`config.mk`:
```
export PLATFORM = sky130hd
export DESIGN_NAME = reload_timer
export DESIGN_NICKNAME = d
export VERILOG_FILES = /design/src/rtl/timer_pkg.sv /design/src/rtl/reload_timer_cnt.sv /design/src/rtl/reload_timer.sv
export SDC_FILE = /design/constraint.sdc
export NUM_CORES = 1
export LEC_CHECK = 0
export CORE_UTILIZATION = 50
export DETAILED_ROUTE_END_ITERATION = 16
export GPL_TIMING_DRIVEN = 1
export HOLD_SLACK_MARGIN = 0.03
export PLACE_DENSITY = 0.78
export SYNTH_ARGS = -nofsm -noshare
export SYNTH_HDL_FRONTEND = slang
export SYNTH_SLANG_ARGS = --single-unit
export TNS_END_PERCENT = 10
```
`constraint.sdc`:
```
create_clock -name CLK -period 3.1 [get_ports CLK]
set_input_delay 0.62 -clock CLK [delete_from_list [all_inputs] [get_ports CLK]]
set_output_delay 0.62 -clock CLK [all_outputs]
set_load 0.005 [all_outputs]
```
`src/rtl/timer_pkg.sv`:
```
// ---------------------------------------------------------------------------
// timer_pkg
// Shared widths and enumerations for the reload timer.
//   CNT_W        : counter / reload register width
//   PSC_W        : prescaler width (used only when RELOAD_TIMER_PRESCALE_EN
//                  is defined)
//   mode_e       : terminal behaviour (ONESHOT stops, CONTINUOUS reloads)
//   run_state_e  : run-control FSM states
// ---------------------------------------------------------------------------
package timer_pkg;

    localparam int CNT_W = 16;
    localparam int PSC_W = 4;

    typedef enum logic {
        ONESHOT    = 1'b0,
        CONTINUOUS = 1'b1
    } mode_e;

    typedef enum logic {
        ST_IDLE = 1'b0,
        ST_RUN  = 1'b1
    } run_state_e;

endpackage

```
`src/rtl/reload_timer_cnt.sv`:
```
// ---------------------------------------------------------------------------
// reload_timer_cnt
// Loadable down-counter with synchronous load, decrement enable and a
// registered zero flag.
// Ports:
//   clk_sys   in   clock, rising edge
//   rst_b     in   synchronous active-low reset (cnt=0, zero=1)
//   load      in   load load_val (has priority over dec)
//   load_val  in   value to load
//   dec       in   decrement by one
//   cnt       out  current count
//   zero      out  registered (cnt == 0)
// ---------------------------------------------------------------------------
module reload_timer_cnt
    import timer_pkg::*;
(
    input  logic             clk_sys,
    input  logic             rst_b,
    input  logic             load,
    input  logic [CNT_W-1:0] load_val,
    input  logic             dec,
    output logic [CNT_W-1:0] cnt,
    output logic             zero
);

    logic [CNT_W-1:0] cnt_nxt;

    always_comb begin
        cnt_nxt = cnt;
        if (load) begin
            cnt_nxt = load_val;
        end else if (dec) begin
            cnt_nxt = cnt - CNT_W'(1);
        end
    end

    // Zero flag is computed from the next value so it is valid in the same
    // cycle the count reaches zero, without a compare on the output path.
    always_ff @(posedge clk_sys) begin
        if (!rst_b) begin
            cnt  <= '0;
            zero <= 1'b1;
        end else begin
            cnt  <= cnt_nxt;
            zero <= (cnt_nxt == '0);
        end
    end

endmodule

```
`src/rtl/reload_timer.sv`:
```
// ---------------------------------------------------------------------------
// reload_timer
// 16-bit reload timer with one-shot / continuous modes, terminal-count pulse
// and sticky active-low interrupt.
// Optional: define RELOAD_TIMER_PRESCALE_EN to divide TICK by 16 with a
// 4-bit prescaler (cleared on START and on reload).
// Ports:
//   CLK    in   clock, rising edge
//   RSTL   in   synchronous active-low reset
//   DIN    in   [7:0] reload register write data
//   WR_LO  in   write DIN to RLD[7:0]
//   WR_HI  in   write DIN to RLD[15:8]
//   START  in   load CNT from RLD and run
//   STOP   in   halt and hold CNT (beats START)
//   MODE   in   0 one-shot, 1 continuous (sampled at terminal event)
//   TICK   in   count-enable strobe
//   ACK    in   release IRQL
//   CNT    out  [15:0] current count
//   RUN    out  timer running
//   TC     out  terminal-count pulse, one cycle
//   IRQL   out  sticky interrupt, active-low
//
// state   | meaning
// ST_IDLE | halted, CNT held, TICK ignored
// ST_RUN  | counting on each enable
// ---------------------------------------------------------------------------
module reload_timer
    import timer_pkg::*;
(
    input  logic             CLK,
    input  logic             RSTL,
    input  logic [7:0]       DIN,
    input  logic             WR_LO,
    input  logic             WR_HI,
    input  logic             START,
    input  logic             STOP,
    input  logic             MODE,
    input  logic             TICK,
    input  logic             ACK,
    output logic [CNT_W-1:0] CNT,
    output logic             RUN,
    output logic             TC,
    output logic             IRQL
);

    run_state_e       state, state_nxt;
    logic [CNT_W-1:0] rld;
    logic             cnt_en;
    logic             start_go;
    logic             count_ev;
    logic             terminal;
    logic             reload;
    logic             cnt_load;
    logic             cnt_dec;
    logic             cnt_zero;
    logic             tc_q;
    logic             irq_l_q;

    always_ff @(posedge CLK) begin
        if (!RSTL) begin
            rld <= '0;
        end else begin
            if (WR_LO) rld[7:0]  <= DIN;
            if (WR_HI) rld[15:8] <= DIN;
        end
    end

    assign start_go = START && !STOP;
    // STOP and START both pre-empt counting; a START coinciding with a
    // terminal event therefore loads cleanly with no TC.
    assign count_ev = RUN && cnt_en && !STOP && !start_go;
    assign terminal = count_ev && cnt_zero;
    assign reload   = terminal && (mode_e'(MODE) == CONTINUOUS);
    assign cnt_load = start_go || reload;
    assign cnt_dec  = count_ev && !cnt_zero;

`ifdef RELOAD_TIMER_PRESCALE_EN
    logic [PSC_W-1:0] psc;

    assign cnt_en = TICK && (psc == '1);

    always_ff @(posedge CLK) begin
        if (!RSTL) begin
            psc <= '0;
        end else if (cnt_load) begin
            psc <= '0;
        end else if (RUN && TICK && !STOP) begin
            psc <= psc + PSC_W'(1);
        end
    end
`else
    assign cnt_en = TICK;
`endif

    reload_timer_cnt u_cnt (
        .clk_sys  (CLK),
        .rst_b    (RSTL),
        .load     (cnt_load),
        .load_val (rld),
        .dec      (cnt_dec),
        .cnt      (CNT),
        .zero     (cnt_zero)
    );

    always_ff @(posedge CLK) begin
        if (!RSTL) begin
            state <= ST_IDLE;
        end else begin
            state <= state_nxt;
        end
    end

    always_comb begin
        state_nxt = state;
        case (state)
            ST_IDLE: begin
                if (start_go) state_nxt = ST_RUN;
            end
            ST_RUN: begin
                if (STOP) begin
                    state_nxt = ST_IDLE;
                end else if (terminal && !reload) begin
                    state_nxt = ST_IDLE;
                end
            end
            default: state_nxt = ST_IDLE;
        endcase
    end

    // Interrupt set has priority over ACK.
    always_ff @(posedge CLK) begin
        if (!RSTL) begin
            tc_q    <= 1'b0;
            irq_l_q <= 1'b1;
        end else begin
            tc_q <= terminal;
            if (terminal) begin
                irq_l_q <= 1'b0;
            end else if (ACK) begin
                irq_l_q <= 1'b1;
            end
        end
    end

    assign RUN  = (state == ST_RUN);
    assign TC   = tc_q;
    assign IRQL = irq_l_q;

endmodule

```
## Word level (Yosys, flattened, before mapping)

Cells that the tools add are included.

| word-level totals | value |
|---|---|
| memories kept | 0 |
| bits of input ports | 17 |
| word-level logic and storage cells | 32 |
| bits in read-only memories | 0 |
| bits in latches | 0 |
| register bits | 36 |
| RAM bits | 0 |

| cells by class | value |
|---|---|
| add/subtract/negate cells | 1 |
| equality and inequality tests | 0 |
| multiplexer cells | 8 |
| shift operators | 0 |
| bitwise operators | 1 |
| reductions and logical operators | 15 |
| div/mod/pow operators | 0 |
| $lt $le $gt $ge | 0 |
| multipliers | 0 |

Operators by type and width:

| operator | count |
|---|---|
| 2-to-1 mux 16 bit | 2 |
| logical NOT 16 bit | 1 |
| subtractor 16 x 1 -> 16 bit, second input constant | 1 |
| logical AND 1 bit | 8 |
| 2-to-1 mux 1 bit | 5 |
| logical NOT 1 bit | 4 |
| case mux 1 bit (2 select lines) | 1 |
| nonzero test 2 bit | 1 |
| logical OR 1 bit | 1 |
| inverter 1 bit | 1 |

## Depth between registers and ports, before layout

Gate-level depths: netlist (run 1).

| depth | value |
|---|---|
| depth in word-level cells | 11 |
| mapped depth | 9 |
| gate-level depth less buffers | 8 |

## Modules after synthesis

From an unflattened synthesis (run 1), not the netlist that was laid out.

| second synthesis, totals | value |
|---|---|
| cell total of the unflattened synthesis | 211 |
| area total of the unflattened synthesis | 1885.6 sq um |

Modules (own cells, without submodules):

| module | instances | cells an instance | sequential area each (sq um) | area an instance (sq um) |
|---|---|---|---|---|
| reload_timer_cnt | 1 | 146 | 340.3 | 1144.8 |
| reload_timer | 1 | 65 | 380.4 | 740.7 |

## Worst setup path after synthesis (run 1)

OpenSTA, ideal clock, no wires.

| timing path | value |
|---|---|
| path kind | input to register |
| from | input port STOP |
| to | register u_cnt.zero |
| cell stages on the path | 9 |
| data arrival time | 2.486 ns |
| library setup time | 0.131 ns |
| path slack | 0.483 ns |
| data required time | 2.969 ns |
| path through | buf_6 nand4bb_4 buf_6 or4_1 buf_2 or3_2 a31o_1 nand4b_1 o41ai_2 |

| between the ends | value |
|---|---|
| longest elaborated chain between the ends | 9 |

RTL lines:

| what | RTL line | text |
|---|---|---|
| from (decl) | reload_timer.sv:36 | `input logic STOP,` |
| logical NOT 1 bit (*) | reload_timer.sv:68, reload_timer.sv:71 |  |
| logical AND 1 bit | reload_timer.sv:68 | `assign start_go = START && !STOP;` |
| logical NOT 1 bit | reload_timer.sv:71 | `assign count_ev = RUN && cnt_en && !STOP && !start_go;` |
| logical AND 1 bit | reload_timer.sv:71 |  |
| logical AND 1 bit | reload_timer.sv:72 | `assign terminal = count_ev && cnt_zero;` |
| logical AND 1 bit | reload_timer.sv:73 | `assign reload = terminal && (mode_e'(MODE) == CONTINUOUS);` |
| logical OR 1 bit | reload_timer.sv:74 | `assign cnt_load = start_go \|\| reload;` |
| 2-to-1 mux 16 bit (*) | reload_timer_cnt.sv:30 | `if (load) begin` |
| logical NOT 16 bit (*) | reload_timer_cnt.sv:45 | `zero <= (cnt_nxt == '0);` |
| to (signal assigned) | reload_timer_cnt.sv:45 |  |
| to (decl) | reload_timer_cnt.sv:23 | `output logic zero` |

Every way passes the cells marked *; elsewhere a longest branch is shown, timed or not.
A chain may end at the register's enable or synchronous reset.

## Final worst setup path (run 1)

| timing path | value |
|---|---|
| from | input port START |
| to | register u_cnt.zero |

| between the ends | value |
|---|---|
| longest elaborated chain between the ends | 8 |

RTL lines:

| what | RTL line | text |
|---|---|---|
| from (decl) | reload_timer.sv:35 | `input logic START,` |
| logical AND 1 bit (*) | reload_timer.sv:68 |  |
| logical NOT 1 bit | reload_timer.sv:71 |  |
| logical AND 1 bit | reload_timer.sv:71 |  |
| logical AND 1 bit | reload_timer.sv:72 |  |
| logical AND 1 bit | reload_timer.sv:73 |  |
| logical OR 1 bit | reload_timer.sv:74 |  |
| 2-to-1 mux 16 bit (*) | reload_timer_cnt.sv:30 |  |
| logical NOT 16 bit (*) | reload_timer_cnt.sv:45 |  |

Marked as above.

==> summary.txt, run 1 <==
Synthesis
  • Cell taking the most area after synthesis: dfxtp_1
  • Ys Warns: 0
  • Synth top area share: between 40 and 50%
  • Number of synthesized flops with an enable pin: 0
  • Synth Flop Type: dfxtp_1
  • Synthesized area per cell: 8.91 sq um
  • Largest cells by area after synthesis: dfxtp_1 41%, mux2i_1 9.7%, nor2_1 6.0%, o21ai_0 3.4%, and2_1 3.2%
  • Post-synth ARST share: 0%
  • Top-count cell post-synth: dfxtp_1
  • Flops & latches, synth: 36
  • Register area share after synthesis: around two fifths
  • Cells after synthesis: about 200
  • Post-synth net total: between 200 and 250
  • Mapped cell area: 0.00175 sq mm
  • Synth cell count leaders: 36 x dfxtp_1, 28 x nor2_1, 17 x mux2i_1
  • Count of different cell masters after synthesis: 39

Floorplan
  • Core area: roughly 0.0033 sq mm
  • Initial Utilization: a little over half
  • Row Count: 21
  • Die width: just over 60 um
  • Die Y: about 60 um
  • IO Count: 36
  • DIE AREA: 0.00373 sq mm

CTS
  • CTS Buf Count: 5
  • Setup bufs post-CTS: 0
  • CTS hold repair buffers: 0
  • Post-CTS Resized: 0
  • H-tree depth: 2
  • CTS clk-pin slew, worst paths: roughly 0.11 ns
  • Clk_lat worst skew: about 0.34 ns
  • # clock sinks: 36
  • CTS Buffer Depth: 2
  • CTS root buffer: clkbuf_4
  • CTS tree: built

Drt
  • DRT Wirelength: ~4.3 mm
  • Vias: 1575
  • DR WL/cell: 15.6 um
  • 1st-iter DRT viols: roughly 100
  • First-pass DRT Iterations: 4
  • DRC violations left: 0
  • Post-detailed-route count of antenna-violating nets: 0
  • Vias per cell: approximately 5.7

Cells and area
  • Antenna diode count: 0
  • Layout cells sized above 1: 9.61%
  • Fin area: between 0.002 and 0.0025 sq mm
  • Area grow syn2layout: 25.4%
  • Cell Count, Final, Fillers Out: 275
  • Core Util, Final: around 66%
  • Nets: 246

Timing
  • Period utilisation layout: 90.6%
  • Max-slew violation count: 0
  • Worst Tran Pin Value: between 0.7 and 0.8 ns
  • RSZ-0062 raised after global routing: false
  • Worst clock skew: between 0.009 and 0.01 ns
  • Hold Vio Cnt, Final: 0
  • WHS: 0.508 ns
  • Setup violators final: 0
  • Relative slew slack: about half
  • Maximum clock rate: about 360 MHz
  • Tmin final: around 2.8 ns

Setup path
  • Crit. End Element: flop
  • Crit path max fanout: 9
  • Critical path arrival: roughly 3.1 ns
  • Worst path required time: approximately 3.4 ns
  • Kind of critical path: primary input to flop
  • Type of origin of the critical path: primary input
  • R2r worst-path depth: 6

Power
  • Tot Pwr: 0.00101 W
  • PwrDens: approximately 460 mW/mm^2
  • P_leak: 0.849 nW
  • Max VDD drop: ~280 uV

GRT
  • Vias in the first global route: 1466
  • Residual overflow from global routing: 0
  • Initial antenna violation count: 0
  • First-pass GRT wire length: just under 7 mm
  • GRT Util Overall: between 20% and 30%
  • Largest net degree at the start of global routing: 25

Place
  • Post-DP HPWL: around 3.1 mm
  • Port buffer count: 35
  • Placed insts: 267
  • GPL Wtd Cong: around 0.86
  • Placed Area: ~0.0021 sq mm

Min path
  • Hold Path Cell Cnt: 2
  • Hold crit path type: flop to flop

Run
  • Max Cap Violations: 0

Status
  • Status: finished clean
routing by layer:
layer  vias up  track usage, %  wire (um)
li1        768               -          -
met1       731            34.3       1960
met5         -               0          0
met3        10            8.82        321
met2        66            36.8       1920
met4         0            10.7         84
cells by family after synthesis:
family                     synth area share (%)
AOI/OAI and AO/OA                          12.6
xor gates and xnor gates                   2.51
adders and majority gates                 0.716
buffers and inverters                      4.73
DFF                                        41.3
muxes                                      9.74
and+or+nand+nor                            28.4
cell type report:
cell class / count / area, sq um
Multi-Input combinational cell: 143 / 943
Fill cell: 274 / 1150
Clock inverter: 3 / 42.5
Timing Repair Buffer: 38 / 373
Inverter: 4 / 15.0
Clock buffer: 5 / 37.5
Sequential cell: 36 / 721
Tap cell: 46 / 57.6
metrics by stage:
step | setup slack [ns] | TNS [ns]
global placement | 0.127 | 0
floorplan | 0.483 | 0
finish | 0.291 | 0
CTS | 0.359 | 0
global route | 0.275 | 0
detailed placement | -0.0206 | -0.0206
report_power, final:
group / switching, W / internal, W / total, W
sequential: 0.0000252 / 0.000487 / 0.000513
clock: 0.000159 / 0.000168 / 0.000327
combinational: 0.0000790 / 0.0000912 / 0.000170
path summary, 6_finish.rpt:
path	startpoint	end	slack [ns]
setup / recovery	START	u_cnt.zero	0.29
hold / removal	IRQL	IRQL	0.51
hold reg to reg	IRQL	IRQL	0.51
setup reg to reg	u_cnt.cnt[6]	u_cnt.zero	0.53
cell usage in the layout (no fill, tap or decap), types with 2 or more instances in the layout:
cell type        instances
nand2_1                  5
o21ai_0                 12
o22ai_1                  2
or3_2                    2
o31ai_1                  4
xor2_1                   2
nor3_1                   8
or4_4                    2
inv_1                    4
nor4_1                   4
or2_2                    4
nor2_1                  28
a31oi_1                  7
dfxtp_1                 36
and2_1                   9
or4_1                    6
a31o_1                   3
a21oi_1                  2
mux2i_1                 17
xnor2_1                  3
clkbuf_4                 5
buf_4                    3
clkdlybuf4s50_1         35
or3_1                    9
flip-flops by register name, indices dropped and copies added, names as in the netlist:
register and cells:
rld 16, u_cnt.cnt 16, IRQL 1, RUN 1, TC 1, u_cnt.zero 1
critical path, stage by stage:
cell and delay, ns:
clkdlybuf4s50_1 0.48, nand4bb_4 0.27, or4_1 0.69, xor2_1 0.19, o21ai_0 0.11, or3_1 0.37, o41ai_2 0.32
Power figures use the tool's default switching activity.
==> run 2, diff against run 1 <==
Settings changed: RECOVER_POWER set to 100.
==> run 2 against run 1 <==
  * Critical endpoint unchanged
  * Clock power about the same
  * Clock skew increased by 0.0038 ns
  * Critical path depth unchanged
  * Final cell count unchanged
  * Count of clock-buffer cells in the layout unchanged
  * Cell area decreased by 0.74%
  * Hold slack got worse by 0.0044 ns
==> summary.txt, run 2 (synthesized netlist as in run 1, its figures left out) <==
GRT
  • Initial antenna violation count: 0 (unchanged)
  • Largest net degree at the start of global routing: 25 (unchanged)
  • GRT Util Overall: 25.4% (unchanged)
  • First-pass GRT wire length: 6.87 mm (unchanged)
  • Vias in the first global route: 1466 (unchanged)
  • Residual overflow from global routing: 0 (unchanged)

CTS
  • CTS Buf Count: 5 (unchanged)
  • # clock sinks: 36 (unchanged)
  • CTS Buffer Depth: 2 (unchanged)
  • Clk_lat worst skew: 0.34 ns (about the same)
  • H-tree depth: 2 (unchanged)
  • Post-CTS Resized: 0 (unchanged)
  • CTS tree: built
  • CTS hold repair buffers: 0 (unchanged)
  • CTS clk-pin slew, worst paths: 0.11 ns (about the same)
  • Setup bufs post-CTS: 0 (unchanged)
  • CTS root buffer: clkbuf_4

Floorplan
  • Initial Utilization: 52.3% (unchanged)
  • DIE AREA: 0.00373 sq mm (unchanged)
  • Core area: 0.00334 sq mm (unchanged)
  • Die width: 61.1 um (unchanged)
  • Row Count: 21 (unchanged)
  • Die Y: 61.1 um (unchanged)
  • IO Count: 36 (unchanged)

Cells and area
  • Commonest non-fill, non-tap cells in the layout: 36 x dfxtp_1, 28 x nor2_1, 21 x dlygate4sd3_1
  • Largest registers: rld (16), u_cnt.cnt (16)
  • Area grow syn2layout: 24.4%
  • Nets: 246 (unchanged)
  • Leading cell type in the layout, fill and taps excluded: dfxtp_1
  • Layout cells sized above 1: 9.17% (-0.44 points)
  • Antenna diode count: 0 (unchanged)
  • Cell Count, Final, Fillers Out: 275 (unchanged)

Drt
  • DRT Wirelength: 4.25 mm (-0.84%)
  • 1st-iter DRT viols: 96 (-5.0%)
  • First-pass DRT Iterations: 4 (unchanged)
  • Vias: 1548 (-1.7%)
  • Vias per cell: 5.63 (-1.7%)
  • DRC violations left: 0 (unchanged)
  • Post-detailed-route count of antenna-violating nets: 0 (unchanged)
  • DR WL/cell: 15.5 um (-0.84%)

Place
  • GPL Wtd Cong: 0.855 (unchanged)
  • Post-DP HPWL: 3.13 mm (unchanged)
  • Placed insts: 267 (unchanged)
  • Port buffer count: 35 (unchanged)

Setup path
  • Type of origin of the critical path: primary input
  • Crit path max fanout: 9 (unchanged)
  • Critical path arrival: 3.14 ns (+0.08 ns)
  • Kind of critical path: primary input to flop
  • Crit. End Element: flop
  • Worst path required time: 3.31 ns (-0.04 ns)
  • R2r startpoint: u_cnt.cnt[6]
  • R2R Path End: u_cnt.zero
  • R2R setup slack: 0.56 ns (+0.03 ns)
  • R2r worst-path depth: 6 (unchanged)

Timing
  • Tmin final: 2.93 ns (+0.120 ns)
  • Max-slew violation count: 0 (unchanged)
  • RSZ-0062 raised after global routing: false
  • Worst clock skew: 0.0135 ns (+0.00379 ns)
  • Worst Tran Pin Value: 0.705 ns (-0.0252 ns)
  • Setup violators final: 0 (unchanged)
  • Relative slew slack: 52.9% (+1.7 points)
  • Hold Vio Cnt, Final: 0 (unchanged)
  • Period utilisation layout: 94.5% (+3.9 points)
  • Maximum clock rate: 341 MHz (-4.1%)
  • WHS: 0.504 ns (-0.00437 ns)

Min path
  • Hold Path Cell Cnt: 2 (unchanged)
  • Worst Hold Launch: IRQL
  • Hold crit path type: flop to flop
  • WHS Endpoint: IRQL

Power
  • PwrDens: 462 mW/mm^2 (+0.18%)
  • P_leak: 0.888 nW (+4.5%)
  • Max VDD drop: 280 uV (-0.64%)

Status
  • Status: finished clean

Run
  • Max Cap Violations: 0 (unchanged)
[run 2: cell types whose count changed in the layout (fill, tap and decap cells not counted), sizes merged]
cell	delta
clkdlybuf4s50	-21
dlygate4sd3	+21
[run 2: worst max-delay path by stage]
| stage | from | end | slack, ns | depth (start not counted) |
|---|---|---|---|---|
| 4_1_cts | START | u_cnt.zero | 0.36 | 7 |
| 6_report | START | u_cnt.zero | 0.17 | 7 |
| 3_3_place_gp | START | u_cnt.zero | 0.13 | 7 |
| 3_5_place_dp | START | u_cnt.zero | -0.02 | 7 |
| 5_1_grt | START | u_cnt.zero | 0.15 | 7 |
| 2_1_floorplan | STOP | u_cnt.zero | 0.48 | 9 |
[run 2: final cells by class]
cell class,count,area [sq um]
fillers,274,1160
well taps,46,57.6
clock buffers,5,37.5
flip-flops and latches,36,721
inverters,4,15.0
clock inverters,3,42.5
repair buffers,38,373
multi-input cells,143,927
[run 2: critical path, stage by stage]
cell	delay [ns]
dlygate4sd3_1	0.59
nand4bb_1	0.28
or4_1	0.72
or4_1	0.49
a31o_1	0.26
nand4b_1	0.12
o41ai_2	0.07
[run 2: metal layers]
| metal | up-vias | global-route usage (%) | share of wire (%) |
|---|---|---|---|
| li1 | 768 | - | - |
| met1 | 714 | 34.3 | 46 |
| met2 | 58 | 36.8 | 45 |
| met3 | 8 | 8.82 | 7.0 |
| met4 | 0 | 10.7 | 1.8 |
| met5 | - | 0 | 0 |
[run 2: power breakdown]
group | switching, W | total (W) | internal, W | leakage, nW
clock network | 0.000161 | 0.000329 | 0.000168 | 0.0412
logic | 0.0000786 | 0.000164 | 0.0000851 | 0.551
registers | 0.0000243 | 0.000512 | 0.000487 | 0.296
total | 0.000264 | 0.00100 | 0.000741 | 0.888
[run 2: per-stage QoR]
stage	setup WS, ns	power, W	util [%]	area, sq um	setup TNS (ns)
6_report	0.171	0.00100	65.1	2170	0
5_1_grt	0.148	0.00105	65.1	2170	0
4_1_cts	0.359	0.00101	65.6	2190	0
3_5_place_dp	-0.0206	0.000690	63.2	2110	-0.0206
3_3_place_gp	0.127	0.000684	63.2	2110	0
2_1_floorplan	0.483	0.000618	-	1750	0
